[src/rtl/cmp_share_arbiter_pkg.sv]
// Package for the shared comparator arbiter: FSM state encoding, comparator
// result struct, requester count and the round-robin winner pick.
package cmp_arb_pkg;

    // Number of requesters sharing the comparator.
    localparam int N_REQ = 2;

    // Arbiter FSM: pick a winner, evaluate, respond.
    typedef enum logic [1:0] {
        IDLE = 2'd0,
        EVAL = 2'd1,
        RESP = 2'd2
    } arb_state_t;

    // Comparator result, exactly one bit set for a valid result.
    typedef struct packed {
        logic gt;
        logic lt;
        logic eq;
    } cmp_res_t;

    // All LEDs dark: used at reset, before the first result is available.
    localparam cmp_res_t RES_NONE = '0;

    // Round-robin pick. A lone requester always wins. On a tie the requester
    // that the pointer names wins. The pointer always names the requester
    // that was not granted last.
    function automatic logic pick_winner(input logic [N_REQ-1:0] req,
                                         input logic ptr);
        logic win;
        case (req)
            2'b01:   win = 1'b0;
            2'b10:   win = 1'b1;
            2'b11:   win = ptr;
            default: win = 1'b0;
        endcase
        return win;
    endfunction

endpackage

[src/rtl/cmp_share_arbiter_if.sv]
// Requester-side bus of the shared comparator arbiter.
//
// Handshake: req[i] is a level request that holds steady, with a0/b0 or
// a1/b1 valid, until gnt[i] pulses. The gnt[i] pulse means the operands were
// captured on the edge before. The done[i] pulse comes one cycle later and
// means green/red/blue carry that requester's result. A req[i] that is still
// high once the arbiter is back in IDLE starts another transaction.
interface cmp_share_arbiter_if
    import cmp_arb_pkg::*;
#(
    parameter int W = 2
);
    logic [N_REQ-1:0] req;
    logic [W-1:0]     a0;
    logic [W-1:0]     b0;
    logic [W-1:0]     a1;
    logic [W-1:0]     b1;
    logic [N_REQ-1:0] gnt;
    logic [N_REQ-1:0] done;
    logic             green;
    logic             red;
    logic             blue;

    // Front-end side: drives requests and operands, watches grants and LEDs.
    modport master (
        output req, a0, b0, a1, b1,
        input  gnt, done, green, red, blue
    );

    // Arbiter side.
    modport slave (
        input  req, a0, b0, a1, b1,
        output gnt, done, green, red, blue
    );
endinterface

[src/rtl/cmp_share_arbiter_cmp2.sv]
// cmp2_core: purely combinational unsigned magnitude comparator over W bits.
// It is the one shared resource that the arbiter hands out.
module cmp2_core
    import cmp_arb_pkg::*;
#(
    parameter int W = 2
) (
    input  logic [W-1:0] a,
    input  logic [W-1:0] b,
    output cmp_res_t     res
);

    // Unsigned compare over the full width; no sign extension.
    always_comb begin
        res    = RES_NONE;
        res.gt = (a > b);
        res.lt = (a < b);
        res.eq = (a == b);
    end

endmodule

[src/rtl/cmp_share_arbiter.sv]
// cmp_share_arbiter: shares one cmp2_core between two requesters with a
// round-robin arbiter. Operands are captured on the grant edge, compared in
// a registered stage and returned with a one-cycle done pulse plus the
// shared green/red/blue LEDs.
// Optional feature macro: CMP_ARB_STATS_EN adds saturating gt/lt/eq
// result counters on ports cnt_gt, cnt_lt and cnt_eq.
module cmp_share_arbiter
    import cmp_arb_pkg::*;
#(
    parameter int W     = 2,
    parameter int CNT_W = 8
) (
    input  logic                clk,
    input  logic                rst,
    cmp_share_arbiter_if.slave  bus,
    output arb_state_t          dbg_state
`ifdef CMP_ARB_STATS_EN
    ,
    output logic [CNT_W-1:0]    cnt_gt,
    output logic [CNT_W-1:0]    cnt_lt,
    output logic [CNT_W-1:0]    cnt_eq
`endif
);

    arb_state_t state_q;
    arb_state_t state_d;

    logic       win_d;   // requester picked this cycle, used only in IDLE
    logic       win_q;   // requester that owns the transaction in flight
    logic       ptr_q;   // requester that wins the next tie
    logic [W-1:0] op_a;
    logic [W-1:0] op_b;
    cmp_res_t   core_res;
    cmp_res_t   res_q;   // registered compare result of the transaction
    cmp_res_t   led_q;   // result on display between transactions
    cmp_res_t   led_d;
    logic       start;

    assign dbg_state = state_q;

    // A new transaction begins when IDLE sees any request.
    assign start = (state_q == IDLE) && (bus.req != '0);

    // Round-robin choice of the winner.
    always_comb begin
        win_d = pick_winner(bus.req, ptr_q);
    end

    // The single shared comparator sees only the latched operands.
    cmp2_core #(
        .W (W)
    ) u_core (
        .a   (op_a),
        .b   (op_b),
        .res (core_res)
    );

    // State register; reset aborts any transaction in flight.
    always_ff @(posedge clk or posedge rst) begin
        if (rst) begin
            state_q <= IDLE;
        end else begin
            state_q <= state_d;
        end
    end

    // Next state: IDLE -> EVAL on a request, then RESP, then back to IDLE.
    always_comb begin
        state_d = state_q;
        case (state_q)
            IDLE:    state_d = start ? EVAL : IDLE;
            EVAL:    state_d = RESP;
            RESP:    state_d = IDLE;
            default: state_d = IDLE;
        endcase
    end

    // Grant bookkeeping and operand capture on the edge that leaves IDLE.
    // Later operand changes on the bus cannot reach the transaction.
    always_ff @(posedge clk or posedge rst) begin
        if (rst) begin
            win_q <= 1'b0;
            ptr_q <= 1'b0;
            op_a  <= '0;
            op_b  <= '0;
        end else if (start) begin
            win_q <= win_d;
            ptr_q <= ~win_d;
            op_a  <= win_d ? bus.a1 : bus.a0;
            op_b  <= win_d ? bus.b1 : bus.b0;
        end
    end

    // Result pipeline: compare in EVAL, hold the result on the LEDs after RESP.
    always_ff @(posedge clk or posedge rst) begin
        if (rst) begin
            res_q <= RES_NONE;
            led_q <= RES_NONE;
        end else begin
            if (state_q == EVAL) begin
                res_q <= core_res;
            end
            if (state_q == RESP) begin
                led_q <= res_q;
            end
        end
    end

    // Outputs: gnt in EVAL, done in RESP. The LEDs show the new result
    // during RESP and keep it until the next RESP.
    always_comb begin
        bus.gnt  = '0;
        bus.done = '0;
        led_d    = led_q;
        case (state_q)
            EVAL: bus.gnt[win_q]  = 1'b1;
            RESP: begin
                bus.done[win_q] = 1'b1;
                led_d           = res_q;
            end
            default: ;
        endcase
        bus.green = led_d.gt;
        bus.red   = led_d.lt;
        bus.blue  = led_d.eq;
    end

`ifdef CMP_ARB_STATS_EN
    // Result statistics: one saturating counter per outcome, bumped in RESP.
    always_ff @(posedge clk or posedge rst) begin
        if (rst) begin
            cnt_gt <= '0;
            cnt_lt <= '0;
            cnt_eq <= '0;
        end else if (state_q == RESP) begin
            if (res_q.gt && (cnt_gt != '1)) cnt_gt <= cnt_gt + 1'b1;
            if (res_q.lt && (cnt_lt != '1)) cnt_lt <= cnt_lt + 1'b1;
            if (res_q.eq && (cnt_eq != '1)) cnt_eq <= cnt_eq + 1'b1;
        end
    end
`endif

endmodule

[src/flat_wrapper.sv]
// flat-port wrapper written by rule: the top's interface ports become plain ports
module cmp_share_arbiter_flat import cmp_arb_pkg::*;
#(
    parameter int W     = 2,
    parameter int CNT_W = 8
)
  (clk, rst, dbg_state, bus_req, bus_a0, bus_b0, bus_a1, bus_b1, bus_gnt, bus_done, bus_green, bus_red, bus_blue);
  cmp_share_arbiter_if #(.W(W)) bus_i ();
  input  logic clk;
  input  logic rst;
  output arb_state_t dbg_state;
  input wire logic [$bits(bus_i.req)-1:0] bus_req;
  input wire logic [$bits(bus_i.a0)-1:0] bus_a0;
  input wire logic [$bits(bus_i.b0)-1:0] bus_b0;
  input wire logic [$bits(bus_i.a1)-1:0] bus_a1;
  input wire logic [$bits(bus_i.b1)-1:0] bus_b1;
  output wire logic [$bits(bus_i.gnt)-1:0] bus_gnt;
  output wire logic [$bits(bus_i.done)-1:0] bus_done;
  output wire logic [$bits(bus_i.green)-1:0] bus_green;
  output wire logic [$bits(bus_i.red)-1:0] bus_red;
  output wire logic [$bits(bus_i.blue)-1:0] bus_blue;
  assign bus_i.req = bus_req;
  assign bus_i.a0 = bus_a0;
  assign bus_i.b0 = bus_b0;
  assign bus_i.a1 = bus_a1;
  assign bus_i.b1 = bus_b1;
  assign bus_gnt = bus_i.gnt;
  assign bus_done = bus_i.done;
  assign bus_green = bus_i.green;
  assign bus_red = bus_i.red;
  assign bus_blue = bus_i.blue;
  cmp_share_arbiter #(.W(W), .CNT_W(CNT_W)) u_core (.clk(clk), .rst(rst), .bus(bus_i), .dbg_state(dbg_state));
endmodule
[config.mk]
export PLATFORM = sky130hd
export DESIGN_NAME = cmp_share_arbiter_flat
export DESIGN_NICKNAME = d
export VERILOG_FILES = /design/src/rtl/cmp_share_arbiter_pkg.sv /design/src/rtl/cmp_share_arbiter_if.sv /design/src/rtl/cmp_share_arbiter_cmp2.sv /design/src/rtl/cmp_share_arbiter.sv /design/src/flat_wrapper.sv
export SDC_FILE = /design/constraint.sdc
export NUM_CORES = 1
export LEC_CHECK = 0
export CAP_MARGIN = 5
export CELL_PAD_IN_SITES_DETAIL_PLACEMENT = 1
export CELL_PAD_IN_SITES_GLOBAL_PLACEMENT = 2
export CORE_ASPECT_RATIO = 1.4
export CORE_MARGIN = 5
export CORE_UTILIZATION = 27
export DETAILED_ROUTE_END_ITERATION = 7
export GPL_TIMING_DRIVEN = 0
export PLACE_DENSITY = 0.83
export SLEW_MARGIN = 0
export SYNTH_ARGS = -nofsm -noshare
export SYNTH_HDL_FRONTEND = slang
export SYNTH_SLANG_ARGS = --single-unit
[constraint.sdc]
create_clock -name clk -period 1.5 [get_ports clk]
set_input_delay 0.375 -clock clk [delete_from_list [all_inputs] [get_ports clk]]
set_output_delay 0.375 -clock clk [all_outputs]
set_load 0.005 [all_outputs]
==> reports/summary.md <==
### Run status
• **run status** complete, but fails checks
• **violated checks** negative setup slack

### Yosys
• **largest area contributor in the netlist** sky130_fd_sc_hd__dfrtp_1
• **number of distinct library cells after synthesis** 24
• **most frequently used cell type in the post-synthesis netlist** sky130_fd_sc_hd__dfrtp_1
• **leading post-synthesis cells by cell area** sky130_fd_sc_hd__dfrtp_1 (50%), sky130_fd_sc_hd__inv_1 (4.9%), sky130_fd_sc_hd__mux2_1 (4.9%)
• **leading register cell type out of synthesis** sky130_fd_sc_hd__dfrtp_1
• **synthesis warning total** 0
• **Avg Inst Size Synth** 10.7 um2
• **number of enable-type register cells in the synthesized netlist** 0
• **post-synth net total** 79
• **most numerous cell types in the synthesized netlist** sky130_fd_sc_hd__dfrtp_1 (14), sky130_fd_sc_hd__inv_1 (9), sky130_fd_sc_hd__nand2_1 (7), sky130_fd_sc_hd__o21ai_1 (6), sky130_fd_sc_hd__mux2_1 (3)
• **number of synthesized register bits** 14
• **number of cells produced by synthesis** 65
• **fraction of registers with async set or reset after synthesis** 100%
• **sequential share of the synthesized area** 50.4%
• **post-synthesis instance area** 696 um2
• **share of Yosys cell area claimed by the top area cell type** 50.4%

### Pwr
• **combinational cell fraction of total power** 56.1%
• **pwr/cell area** 2000 nW/um2
• **design internal power** 0.00138 W
• **proportion of total power due to net switching** 34.9%
• **clock share of power** 13.0%
• **Switch Pwr** 0.000743 W
• **Leak** 0.518 nW
• **worst vdd ir** 0.546 mV
• **power share of the sequential group** 30.9%

### STA
• **shortest clock period the worst path allows after layout** 1.82 ns
• **transition at the pin with the smallest max-transition slack** 0.539 ns
• **headroom to the max-slew limit** 64.0%
• **count of final max-slew check failures** 0
• **unrepaired setup endpoints after global routing** true
• **ratio of final minimum period to clock period** 121%
• **final hold slack** 0.425 ns
• **worst clock skew on the final layout** 0.00381 ns
• **final worst slack** -0.319 ns
• **highest attainable clock frequency** 0.550 GHz
• **Hold Violations, Final** 0
• **final total negative setup slack** -1.08 ns
• **total of endpoints with negative setup slack in the final report** 7

### CTS
• **H-tree lvl count** 1
• **clock transition at the registers of the reported paths** 0.09 ns
• **CTS tree** yes
• **clock sink count** 14
• **Clk Latency, worst-skew pair** 0.28 ns
• **Clock Tree Buf Depth** 2
• **CTS Root Cell** sky130_fd_sc_hd__clkbuf_4
• **number of buffers added by the clock tree synthesis step** 3

### Global routing
• **largest net degree at the start of global routing** 15
• **via count of the first global-routing pass** 648
• **GRT Overall Usage** 10.6%
• **initial antenna violation count** 0
• **Remaining Overflow, GRT** 0
• **wire length of the first global-routing pass** 2860 um

### Worst setup path
• **crit end category** output pin
• **Critical R2R Capture** u_core.op_b[0]
• **startpoint-to-endpoint class of the critical path** flop to output pin
• **worst setup path startpoint** u_core.dbg_state[0]
• **count of cells along the worst register-to-register path** 5
• **required time of the worst setup path** 1.12 ns
• **largest fanout on the critical path** 5
• **data arrival time at the worst-slack endpoint** 1.44 ns
• **CP startpoint kind** flop
• **reg-to-reg startpoint** u_core.dbg_state[1]
• **Worst R2R Setup Slack** 0.16 ns
• **capture point of the critical path** bus_red

### Floorplan
• **num ports** 21
• **count of standard-cell rows** 21
• **area enclosed by the die boundary** 3710 um2
• **placeable core region** 2440 um2
• **chip width** 52.9 um
• **die extent in y** 70.1 um
• **effective utilization at floorplan** 28.5%

### Detailed routing
• **Total Routed Length** 1670 um
• **per-cell via count in the routed design** 4.44
• **average wire per cell in the routed design** 12.7 um
• **number of vias after detailed routing** 586
• **DR DRC count** 0
• **first-iteration detailed-routing DRC count** 16
• **number of nets still failing antenna checks after routing** 0
• **length of the first detailed-routing pass in iterations** 2

### Finish
• **n_diodes** 0
• **net count of the finished layout** 113
• **ratio of cells with drive above 1 in the final layout** 40.8%
• **Final Cell Area** 1060 um2
• **Layout Area Growth over Synthesis** 53.1%

### Placed design
• **DP Wirelength** 1230 um
• **routability congestion estimate from global placement** 0.698
• **post-placement cell area** 938 um2
• **PortBufs** 20

### Job
• **maxcap violations** 0

### Hold path
• **hold crit path type** primary input to asynchronous set/reset pin

## routing by layer
layer  wire, um  up-vias  global-route usage, %
met5          0        -                      0
met4         47        0                   8.52
met3         87        4                   1.70
met2        877       18                   18.4
met1        660      278                   10.6
li1           -      286                      -
## layout make-up
cell class	count	area (um2)
Clock buffer	4	36.3
Fill cell	275	1380
Inverter	10	37.5
Multi-Input combinational cell	40	320
Sequential cell	14	352
Tap cell	34	42.5
Timing Repair Buffer	30	277
## logic make-up after synthesis
logic type,share of synthesized area [%]
AOI/OAI and AO/OA,13.7
adders and majority gates,3.60
DFF,50.4
muxes,4.86
buffers and inverters,7.01
and+or+nand+nor,20.5
## critical path, cell delays in order, from the launching register on
cell and delay (ns):
sky130_fd_sc_hd__dfrtp_2 0.44, sky130_fd_sc_hd__nor2b_4 0.19, sky130_fd_sc_hd__buf_6 0.12, sky130_fd_sc_hd__mux2_4 0.30, sky130_fd_sc_hd__buf_6 0.12
## layout by cell type (no fill, tap or decap)
master and count:
sky130_fd_sc_hd__nand2_1 7, sky130_fd_sc_hd__o21ai_0 1, sky130_fd_sc_hd__buf_6 9, sky130_fd_sc_hd__nor2_2 3, sky130_fd_sc_hd__o221ai_1 2, sky130_fd_sc_hd__nand2b_4 1
sky130_fd_sc_hd__inv_1 9, sky130_fd_sc_hd__nor2b_4 1, sky130_fd_sc_hd__o21ai_1 6, sky130_fd_sc_hd__inv_2 1, sky130_fd_sc_hd__nand4_1 2, sky130_fd_sc_hd__and2_4 1
sky130_fd_sc_hd__nor2b_1 2, sky130_fd_sc_hd__or2b_1 1, sky130_fd_sc_hd__mux2_4 3, sky130_fd_sc_hd__ha_1 2, sky130_fd_sc_hd__dfrtp_1 13, sky130_fd_sc_hd__or2_4 1
sky130_fd_sc_hd__o221ai_2 2, sky130_fd_sc_hd__clkbuf_4 3, sky130_fd_sc_hd__o31ai_2 1, sky130_fd_sc_hd__buf_2 3, sky130_fd_sc_hd__clkbuf_8 1, sky130_fd_sc_hd__clkdlybuf4s50_1 11
sky130_fd_sc_hd__nand3_2 1, sky130_fd_sc_hd__dfrtp_2 1, sky130_fd_sc_hd__buf_4 6, sky130_fd_sc_hd__nor2_4 1, sky130_fd_sc_hd__clkbuf_2 1, sky130_fd_sc_hd__nand3_1 1
sky130_fd_sc_hd__and2_1 1
## worst min path at each step
stage,to,cells after the start,slack [ns],start
2_1_floorplan,u_core.dbg_state[0],1,0.26,rst
3_3_place_gp,u_core.led_q[1],1,0.46,u_core.led_q[1]
3_5_place_dp,u_core.led_q[0],1,0.48,u_core.led_q[0]
4_1_cts,u_core.res_q[1],2,0.44,rst
5_1_grt,u_core.op_a[1],2,0.50,rst
6_report,u_core.op_b[0],2,0.42,rst
## timing repair
| item | 4_1_cts | 5_1_grt |
|---|---|---|
| endpoints found under the setup margin | 9 | 9 |
| hold buffers | 0 | 0 |
| setup buffers | 7 | 3 |
| pin swaps | 1 | 0 |
| gates resized for setup | 34 | 15 |
## sequential cells by signal, summed over array words and instances, names as in the netlist
| register | cells |
|---|---|
| u_core.led_q | 3 |
| u_core.op_b | 2 |
| u_core.ptr_q | 1 |
| u_core.dbg_state | 2 |
| u_core.op_a | 2 |
| u_core.res_q | 3 |
| u_core.win_q | 1 |
## power by group through the flow
stage / sequential (W) / clock [W] / combinational, W
after global routing: 0.000675 / 0.000302 / 0.00131
final: 0.000656 / 0.000277 / 0.00119
after CTS: 0.000652 / 0.000287 / 0.00114
after detailed placement: 0.000670 / 0 / 0.000934
after global placement: 0.000660 / 0 / 0.000907
after floorplan: 0.000644 / 0 / 0.000578
## through the flow
| step | power [W] | utilization [%] | instances | worst slack, ns |
|---|---|---|---|---|
| 6_report | 0.00213 | 43.6 | 132 | -0.319 |
| 3_5_place_dp | 0.00160 | 38.4 | 119 | -0.335 |
| 2_1_floorplan | 0.00122 | - | 65 | 0.177 |
| 5_1_grt | 0.00229 | 43.6 | 132 | -0.384 |
| 4_1_cts | 0.00208 | 42.7 | 130 | -0.336 |
| 3_3_place_gp | 0.00157 | 38.4 | 119 | -0.312 |
Power figures use the tool's default switching activity.
